<file path="config.mk">
export PLATFORM = sky130hd
export DESIGN_NAME = packet_reassembler
export DESIGN_NICKNAME = d
export VERILOG_FILES = /design/src/rtl/packet_reassembler.sv
export SDC_FILE = /design/constraint.sdc
export NUM_CORES = 2
export LEC_CHECK = 0
export CAP_MARGIN = 20
export CORE_UTILIZATION = 45
export CTS_CLUSTER_SIZE = 40
export DETAILED_ROUTE_END_ITERATION = 12
export GPL_TIMING_DRIVEN = 0
export SLEW_MARGIN = 25
export SYNTH_ARGS = -nofsm -noshare
export SYNTH_HDL_FRONTEND = slang
export SYNTH_SLANG_ARGS = --single-unit
</file>
<file path="constraint.sdc">
create_clock -name clk -period 5.77 [get_ports clk]
set_input_delay 1.154 -clock clk [delete_from_list [all_inputs] [get_ports clk]]
set_output_delay 1.154 -clock clk [all_outputs]
set_load 0.01 [all_outputs]
</file>
<file path="src/rtl/packet_reassembler.sv">
// Reassembles out-of-order, interleaved NoC flits into whole packets keyed by
// (source node, packet id), with timeout eviction and duplicate/drop counters.

module packet_reassembler_entry #(
  parameter int NODE_W         = 3,
  parameter int PID_W          = 5,
  parameter int DATA_W         = 17,
  parameter int FLITS          = 4,
  parameter int IDX_W          = 2,
  parameter int AGE_W          = 10,
  parameter int TIMEOUT_CYCLES = 1024
) (
  input  logic                            clk,
  input  logic                            rst_n,
  input  logic                            ce,
  input  logic                            i_alloc,
  input  logic                            i_tgt,
  input  logic                            i_take,
  input  logic [NODE_W-1:0]               i_src,
  input  logic [NODE_W-1:0]               i_dst,
  input  logic [PID_W-1:0]                i_pid,
  input  logic [IDX_W-1:0]                i_idx,
  input  logic [DATA_W-1:0]               i_data,
  output logic                            o_vld,
  output logic                            o_cmpl,
  output logic                            o_tmo,
  output logic                            o_dup,
  output logic [NODE_W-1:0]               o_src,
  output logic [NODE_W-1:0]               o_dst,
  output logic [PID_W-1:0]                o_pid,
  output logic [FLITS-1:0][DATA_W-1:0]    o_data
);
  logic                         r_vld;
  logic [FLITS-1:0]             r_mask;
  logic [FLITS-1:0][DATA_W-1:0] r_data;
  logic [NODE_W-1:0]            r_src, r_dst;
  logic [PID_W-1:0]             r_pid;
  logic [AGE_W-1:0]             r_age;
  logic                         w_full;

  assign w_full = &r_mask;
  assign o_vld  = r_vld;
  assign o_cmpl = r_vld && w_full;
  assign o_dup  = i_tgt && r_mask[i_idx];
  assign o_src  = r_src;
  assign o_dst  = r_dst;
  assign o_pid  = r_pid;
  assign o_data = r_data;

  // A flit landing on this entry in the expiry cycle keeps it alive.
  generate
    if (TIMEOUT_CYCLES > 0) begin : g_tmo
      assign o_tmo = r_vld && !w_full && !i_tgt && (r_age == AGE_W'(TIMEOUT_CYCLES-1));
    end else begin : g_no_tmo
      assign o_tmo = 1'b0;
    end
  endgenerate

  always_ff @(posedge clk or negedge rst_n) begin
    if (!rst_n) begin
      r_vld  <= 1'b0;
      r_mask <= '0;
      r_data <= '0;
      r_src  <= '0;
      r_dst  <= '0;
      r_pid  <= '0;
      r_age  <= '0;
    end else if (ce) begin
      if (i_alloc) begin
        r_vld         <= 1'b1;
        r_src         <= i_src;
        r_dst         <= i_dst;
        r_pid         <= i_pid;
        r_mask        <= FLITS'(1) << i_idx;
        r_data[i_idx] <= i_data;
        r_age         <= '0;
      end else begin
        if (i_take || o_tmo) r_vld <= 1'b0;
        if (i_tgt) begin
          r_mask[i_idx] <= 1'b1;
          if (!w_full) r_data[i_idx] <= i_data;
          r_age <= '0;
        end else if (r_vld && !w_full) begin
          r_age <= r_age + 1'b1;
        end
      end
    end
  end
endmodule

module packet_reassembler #(
  parameter int NODE_COUNT       = 8,
  parameter int PACKET_ID_WIDTH  = 5,
  parameter int FLIT_DATA_W      = 17,
  parameter int FLITS_PER_PACKET = 4,
  parameter int BUFFER_SIZE      = 8,
  parameter int TIMEOUT_CYCLES   = 1024,
  localparam int NODE_W = $clog2(NODE_COUNT),
  localparam int IDX_W  = $clog2(FLITS_PER_PACKET),
  localparam int PKT_W  = FLITS_PER_PACKET*FLIT_DATA_W
) (
  input  logic                       clk,
  input  logic                       rst_n,
  input  logic                       ce,
  input  logic                       in_valid,
  output logic                       in_ready,
  input  logic [NODE_W-1:0]          in_node_start,
  input  logic [NODE_W-1:0]          in_node_dest,
  input  logic [PACKET_ID_WIDTH-1:0] in_packet_id,
  input  logic [IDX_W-1:0]           in_flit_index,
  input  logic [FLIT_DATA_W-1:0]     in_data,
  output logic                       out_valid,
  input  logic                       out_ready,
  output logic [PKT_W-1:0]           out_data,
  output logic [NODE_W-1:0]          out_node_start,
  output logic [NODE_W-1:0]          out_node_dest,
  output logic [PACKET_ID_WIDTH-1:0] out_packet_id,
  output logic [15:0]                drop_count,
  output logic [15:0]                dup_count
);
  localparam int AGE_W = (TIMEOUT_CYCLES > 1) ? $clog2(TIMEOUT_CYCLES) : 1;
  localparam int BUF_W = (BUFFER_SIZE > 1) ? $clog2(BUFFER_SIZE) : 1;
  localparam int CNT_W = $clog2(BUFFER_SIZE+1);

  logic [BUFFER_SIZE-1:0]                                       w_vld, w_hit, w_cmpl, w_tmo, w_dup;
  logic [BUFFER_SIZE-1:0]                                       w_alloc, w_take;
  logic [BUFFER_SIZE-1:0][NODE_W-1:0]                           w_src, w_dst;
  logic [BUFFER_SIZE-1:0][PACKET_ID_WIDTH-1:0]                  w_pid;
  logic [BUFFER_SIZE-1:0][FLITS_PER_PACKET-1:0][FLIT_DATA_W-1:0] w_data;
  logic [BUF_W-1:0]   w_free_idx, w_cmpl_idx;
  logic               w_any_hit, w_acc, w_load;
  logic [CNT_W-1:0]   w_ndrop;
  logic [PKT_W-1:0]   w_pkt;
  logic [16:0]        w_drop_sum, w_dup_sum;

  logic                       r_out_valid;
  logic [PKT_W-1:0]           r_out_data;
  logic [NODE_W-1:0]          r_out_src, r_out_dst;
  logic [PACKET_ID_WIDTH-1:0] r_out_pid;
  logic [15:0]                r_drop, r_dup;

  assign w_any_hit = |w_hit;
  assign in_ready  = ce && (w_any_hit || !(&w_vld));
  assign w_acc     = in_valid && in_ready;
  assign w_load    = ce && (!r_out_valid || out_ready);

  // Lowest-index free and complete entries; descending scan so the lowest wins.
  always_comb begin
    w_free_idx = '0;
    w_cmpl_idx = '0;
    for (int i = BUFFER_SIZE-1; i >= 0; i--) begin
      if (!w_vld[i]) w_free_idx = BUF_W'(i);
      if (w_cmpl[i]) w_cmpl_idx = BUF_W'(i);
    end
  end

  for (genvar g = 0; g < BUFFER_SIZE; g++) begin : g_ent
    assign w_hit[g]   = w_vld[g] && (w_src[g] == in_node_start) && (w_pid[g] == in_packet_id);
    assign w_alloc[g] = w_acc && !w_any_hit && (w_free_idx == BUF_W'(g));
    assign w_take[g]  = w_load && w_cmpl[g] && (w_cmpl_idx == BUF_W'(g));

    packet_reassembler_entry #(
      .NODE_W(NODE_W), .PID_W(PACKET_ID_WIDTH), .DATA_W(FLIT_DATA_W),
      .FLITS(FLITS_PER_PACKET), .IDX_W(IDX_W), .AGE_W(AGE_W),
      .TIMEOUT_CYCLES(TIMEOUT_CYCLES)
    ) u_ent (
      .clk    (clk),
      .rst_n  (rst_n),
      .ce     (ce),
      .i_alloc(w_alloc[g]),
      .i_tgt  (w_acc && w_hit[g]),
      .i_take (w_take[g]),
      .i_src  (in_node_start),
      .i_dst  (in_node_dest),
      .i_pid  (in_packet_id),
      .i_idx  (in_flit_index),
      .i_data (in_data),
      .o_vld  (w_vld[g]),
      .o_cmpl (w_cmpl[g]),
      .o_tmo  (w_tmo[g]),
      .o_dup  (w_dup[g]),
      .o_src  (w_src[g]),
      .o_dst  (w_dst[g]),
      .o_pid  (w_pid[g]),
      .o_data (w_data[g])
    );
  end

  // Flit 0 goes to the most significant slice of the packet.
  always_comb begin
    w_pkt = '0;
    for (int j = 0; j < FLITS_PER_PACKET; j++)
      w_pkt[(FLITS_PER_PACKET-1-j)*FLIT_DATA_W +: FLIT_DATA_W] = w_data[w_cmpl_idx][j];
  end

  always_comb begin
    w_ndrop = '0;
    for (int i = 0; i < BUFFER_SIZE; i++) w_ndrop = w_ndrop + CNT_W'(w_tmo[i]);
  end

  assign w_drop_sum = {1'b0, r_drop} + 17'(w_ndrop);
  assign w_dup_sum  = {1'b0, r_dup} + 17'(|w_dup);

  always_ff @(posedge clk or negedge rst_n) begin
    if (!rst_n) begin
      r_out_valid <= 1'b0;
      r_out_data  <= '0;
      r_out_src   <= '0;
      r_out_dst   <= '0;
      r_out_pid   <= '0;
      r_drop      <= '0;
      r_dup       <= '0;
    end else if (ce) begin
      if (w_load) begin
        r_out_valid <= |w_cmpl;
        if (|w_cmpl) begin
          r_out_data <= w_pkt;
          r_out_src  <= w_src[w_cmpl_idx];
          r_out_dst  <= w_dst[w_cmpl_idx];
          r_out_pid  <= w_pid[w_cmpl_idx];
        end
      end
      r_drop <= w_drop_sum[16] ? 16'hFFFF : w_drop_sum[15:0];
      r_dup  <= w_dup_sum[16]  ? 16'hFFFF : w_dup_sum[15:0];
    end
  end

  assign out_valid      = r_out_valid;
  assign out_data       = r_out_data;
  assign out_node_start = r_out_src;
  assign out_node_dest  = r_out_dst;
  assign out_packet_id  = r_out_pid;
  assign drop_count     = r_drop;
  assign dup_count      = r_dup;
endmodule

</file>
==> results_dict.tcl <==
set metrics [dict create \
    regArea_um2 21620 \
    ctsHoldBuffers 0 \
    worstPathCellList "buf_4, xnor2_1, nand4_1, nor4_4, nor4_2, buf_4, fa_1, inv_1, fa_1, inv_1, fa_1, fa_1, fa_1, a21o_1, a21o_1, and3_1, clkbuf_1, nand3_1, mux2_2" \
    setup_violations 0 \
    relSlewSlack_pct 31.14 \
    fin_nets 3372 \
    outcome "finished clean" \
    cap_violations 0 \
    cts_tree "built" \
    synth_ff_type "dfrtp_1" \
    overflow 0 \
    place_congestion 0.8964 \
    yosys.area_share.xor_xnor_pct 3.388 \
    yosys.area_share.simple_pct 5.566 \
    wirelength_mm 120.6 \
    power_frac_seq_pct 47.1 \
    start_util_pct 45.67 \
    critPathKind "input pin to flop" \
    drive_above_1_share_pct 25.87 \
    clkSlewWorstSetupHoldPaths_ns 0.06 \
    wl_per_cell_um 26.56 \
    start_kind "input pin" \
    syn_inst 3076 \
    instances_no_fill 4541 \
    p_comb_share_pct 23.5 \
    dp_hpwl_mm 85.68 \
    antennaDiodeCount 0 \
    cpPeakStageDelay_ns 0.51 \
    final_area_um2 46100 \
    dp_cells 4373 \
    cts_sinks 864 \
    finalHoldViolCount 0 \
    vdd_ir_drop_max_mv 0.2737 \
    path_delay_family "adder cells" \
    io_buffers 136 \
    fillers 7421 \
    final_cell_mix "dfrtp_1 (864), mux2_2 (569), o21ai_0 (176)" \
    area_delta_synth_final_pct 15.81 \
    grt_antenna_before_repair 1 \
    numCtsBuffers 94 \
    arrival_ns 6.17 \
    synth_fa_ha_area_share_pct 0.7543 \
    syn_nets 3132 \
    synth.distinct_cells 61 \
    syn_area_um2 39810 \
    power.leakage_nw 20.55 \
    synth_compound_gate_area_share_pct 10.16 \
    yosys_warnings 0 \
    min_period_ns 5.639 \
    viasPerCell 6.019 \
    path_buf_inv 5 \
    core_um2 87160 \
    drtAntennaViolNets 0 \
    muxShareOfSynthArea_pct 22.61 \
    dieArea_um2 89660 \
    dpl-instance-area_um2 42810 \
    mostFrequentLayoutCell "dfrtp_1" \
    ys_ff_latch 864 \
    grt_pass1_vias 28730 \
    finalMaxSlewViolations 0 \
    p_sw_w 0.006235 \
    finalSetupTns_ns 0 \
    cp-end-kind "flop" \
    internal-power_w 0.01494 \
    cellPowerDensity_nw_per_um2 459.3 \
    synth-seq-area-share_pct 54.31 \
    post-route-period-util_pct 97.73 \
    slowest_stage "fa_1" \
    drc 0 \
    swShare_pct 29.44 \
    synth-edff-count 0 \
    clockPowerShare_pct 29.3 \
    rows 108 \
    hp-class "input pin to async pin" \
    grt_max_degree 147 \
    final_core_util_pct 52.89 \
    postSynthAreaPerCell_um2 12.94 \
    grt_pass1_wl_mm 183.1 \
    drt_pass1_iterations 6 \
    clk_latency_ns 0.66 \
    htreeDepth 3 \
    worst_pin_slew_ns 1.033 \
    ios 148 \
    postSynth.asyncResetShare_pct 100.0 \
    critPathMaxFanout 7 \
    synth_top_family_by_area "multiplexers" \
    drt_iter0_markers 2106 \
    cts_root_buf "clkbuf_16" \
    track_usage_pct 27.01 \
    cp_common_cell "fa_1" \
    multi_input_area_um2 16990 \
    die_x_um 299.4 \
    fmax_mhz 177.3 \
    finClkSkew_ns 0.01782 \
    crit_required_ns 6.31 \
    die_h_um 299.4 \
    clock_path_buffers 3 \
    dr_total_vias 27330 \
]
## cell usage after synthesis (8+ instances only)
| cell | instances | area, um^2 |
|---|---|---|
| dfrtp_1 | 864 | 21620 |
| mux2_2 | 569 | 6407 |
| o21ai_0 | 176 | 880.8 |
| mux2i_1 | 167 | 1672 |
| a221oi_1 | 159 | 1393 |
| clkbuf_1 | 148 | 555.5 |
| nor2_1 | 127 | 476.7 |
| nand2_1 | 102 | 382.9 |
| xnor2_1 | 92 | 805.8 |
| o211a_1 | 79 | 790.8 |
| mux2_1 | 66 | 743.2 |
| xor2_1 | 62 | 543.0 |
| nand3_1 | 58 | 290.3 |
| nand4_1 | 43 | 269.0 |
| buf_2 | 35 | 175.2 |
| a22o_1 | 32 | 280.3 |
| nor3_1 | 29 | 145.1 |
| buf_4 | 28 | 210.2 |
| and3_1 | 27 | 168.9 |
| buf_6 | 20 | 225.2 |
| a21oi_4 | 18 | 292.8 |
| ha_1 | 16 | 200.2 |
| buf_1 | 14 | 52.55 |
| inv_1 | 14 | 52.55 |
| nor4_1 | 12 | 75.07 |
| a21oi_1 | 10 | 50.05 |
| and2_1 | 8 | 50.05 |
| mux4_2 | 8 | 180.2 |
| nand2b_1 | 8 | 50.05 |
| nor2_2 | 8 | 50.05 |
## flip-flops by register name, summed over array words and instances, names as in the netlist
name / count
g_ent.u_ent.o_data: 544
g_ent.u_ent.r_age: 80
out_data: 68
g_ent.u_ent.o_pid: 40
g_ent.u_ent.r_mask: 32
g_ent.u_ent.o_dst: 24
g_ent.u_ent.o_src: 24
drop_count: 16
dup_count: 16
g_ent.u_ent.o_vld: 8
out_packet_id: 5
out_node_dest: 3
out_node_start: 3
out_valid: 1
## path summary, 6_finish.rpt
kind,start,to,slack (ns),depth (start not counted)
worst max-delay path,in_packet_id[1],drop_count[8],0.13,19
worst min-delay path,rst_n,dup_count[9],0.39,1
worst max register to register,g_ent[2].u_ent.o_pid[1],drop_count[8],0.41,18
worst min register to register,g_ent[4].u_ent.o_data[45],g_ent[4].u_ent.o_data[45],0.49,1
max in group asynchronous,rst_n,out_data[61],3.70,3
min in group clk,g_ent[4].u_ent.o_data[45],g_ent[4].u_ent.o_data[45],0.49,1
## cells by family (layout without fill, tap and decap cells)
logic type               Yosys count  count (layout)
adder cells (fa/ha/maj)           21              21
buffers and inverters            260             570
XOR/XNOR                         154             154
AND/OR/NAND/NOR                  450             450
AO/OA/AOI/OAI                    517             517
flip-flops                       864             864
multiplexers                     810             810
## power by group through the flow
stage               logic, W  clock network, W  registers, W
finish               0.00498           0.00621       0.00998
global route         0.00541           0.00654        0.0103
CTS                  0.00501           0.00630       0.00994
detailed placement   0.00498                 0        0.0100
global placement     0.00478                 0       0.00998
floorplan            0.00330                 0       0.00966
## layout make-up
| class | count | area share [%] |
|---|---|---|
| clock inverter | 25 | 0.7599 |
| buffer | 244 | 2.641 |
| multi-input combinational | 1952 | 36.86 |
| clock buffer | 141 | 6.185 |
| tap | 1155 | 3.135 |
| sequential | 864 | 46.90 |
| inverter | 15 | 0.1221 |
| timing repair buffer | 145 | 3.398 |
## per-stage QoR
stage / power (W) / hold WS [ns] / worst slack [ns]
6_report: 0.02118 / 0.3917 / 0.1311
4_1_cts: 0.02126 / 0.3960 / 0.06388
5_1_grt: 0.02221 / 0.3889 / -0.002675
3_3_place_gp: 0.01476 / 0.4657 / -33.92
3_5_place_dp: 0.01501 / 0.4740 / -1.346
2_1_floorplan: 0.01296 / 0.4574 / 0.02431
## what timing repair did
item,in CTS,in global routing
pin swaps,1,1
endpoints found under the setup margin,16,3
buffers inserted,2,1
gates resized for setup,6,4
## metal layers
metal / part of all wire [%] / global-route usage, % / routed length, um
met1: 42 / 35.67 / 50830
met2: 49 / 45.50 / 59410
met3: 5.2 / 4.001 / 6227
met4: 3.4 / 9.074 / 4124
met5: 0 / 0 / 0
## worst register-to-register path, stage by stage (launching register included)
cell and delay (ns):
dfrtp_1 0.40, xnor2_1 0.37, nand4_1 0.24, nor4_4 0.29, nor4_2 0.09, buf_4 0.16
fa_1 0.51, inv_1 0.05, fa_1 0.47, inv_1 0.05, fa_1 0.45, fa_1 0.43
fa_1 0.49, a21o_1 0.18, a21o_1 0.21, and3_1 0.19, clkbuf_1 0.18, nand3_1 0.15
mux2_2 0.33
Power figures use the tool's default switching activity.
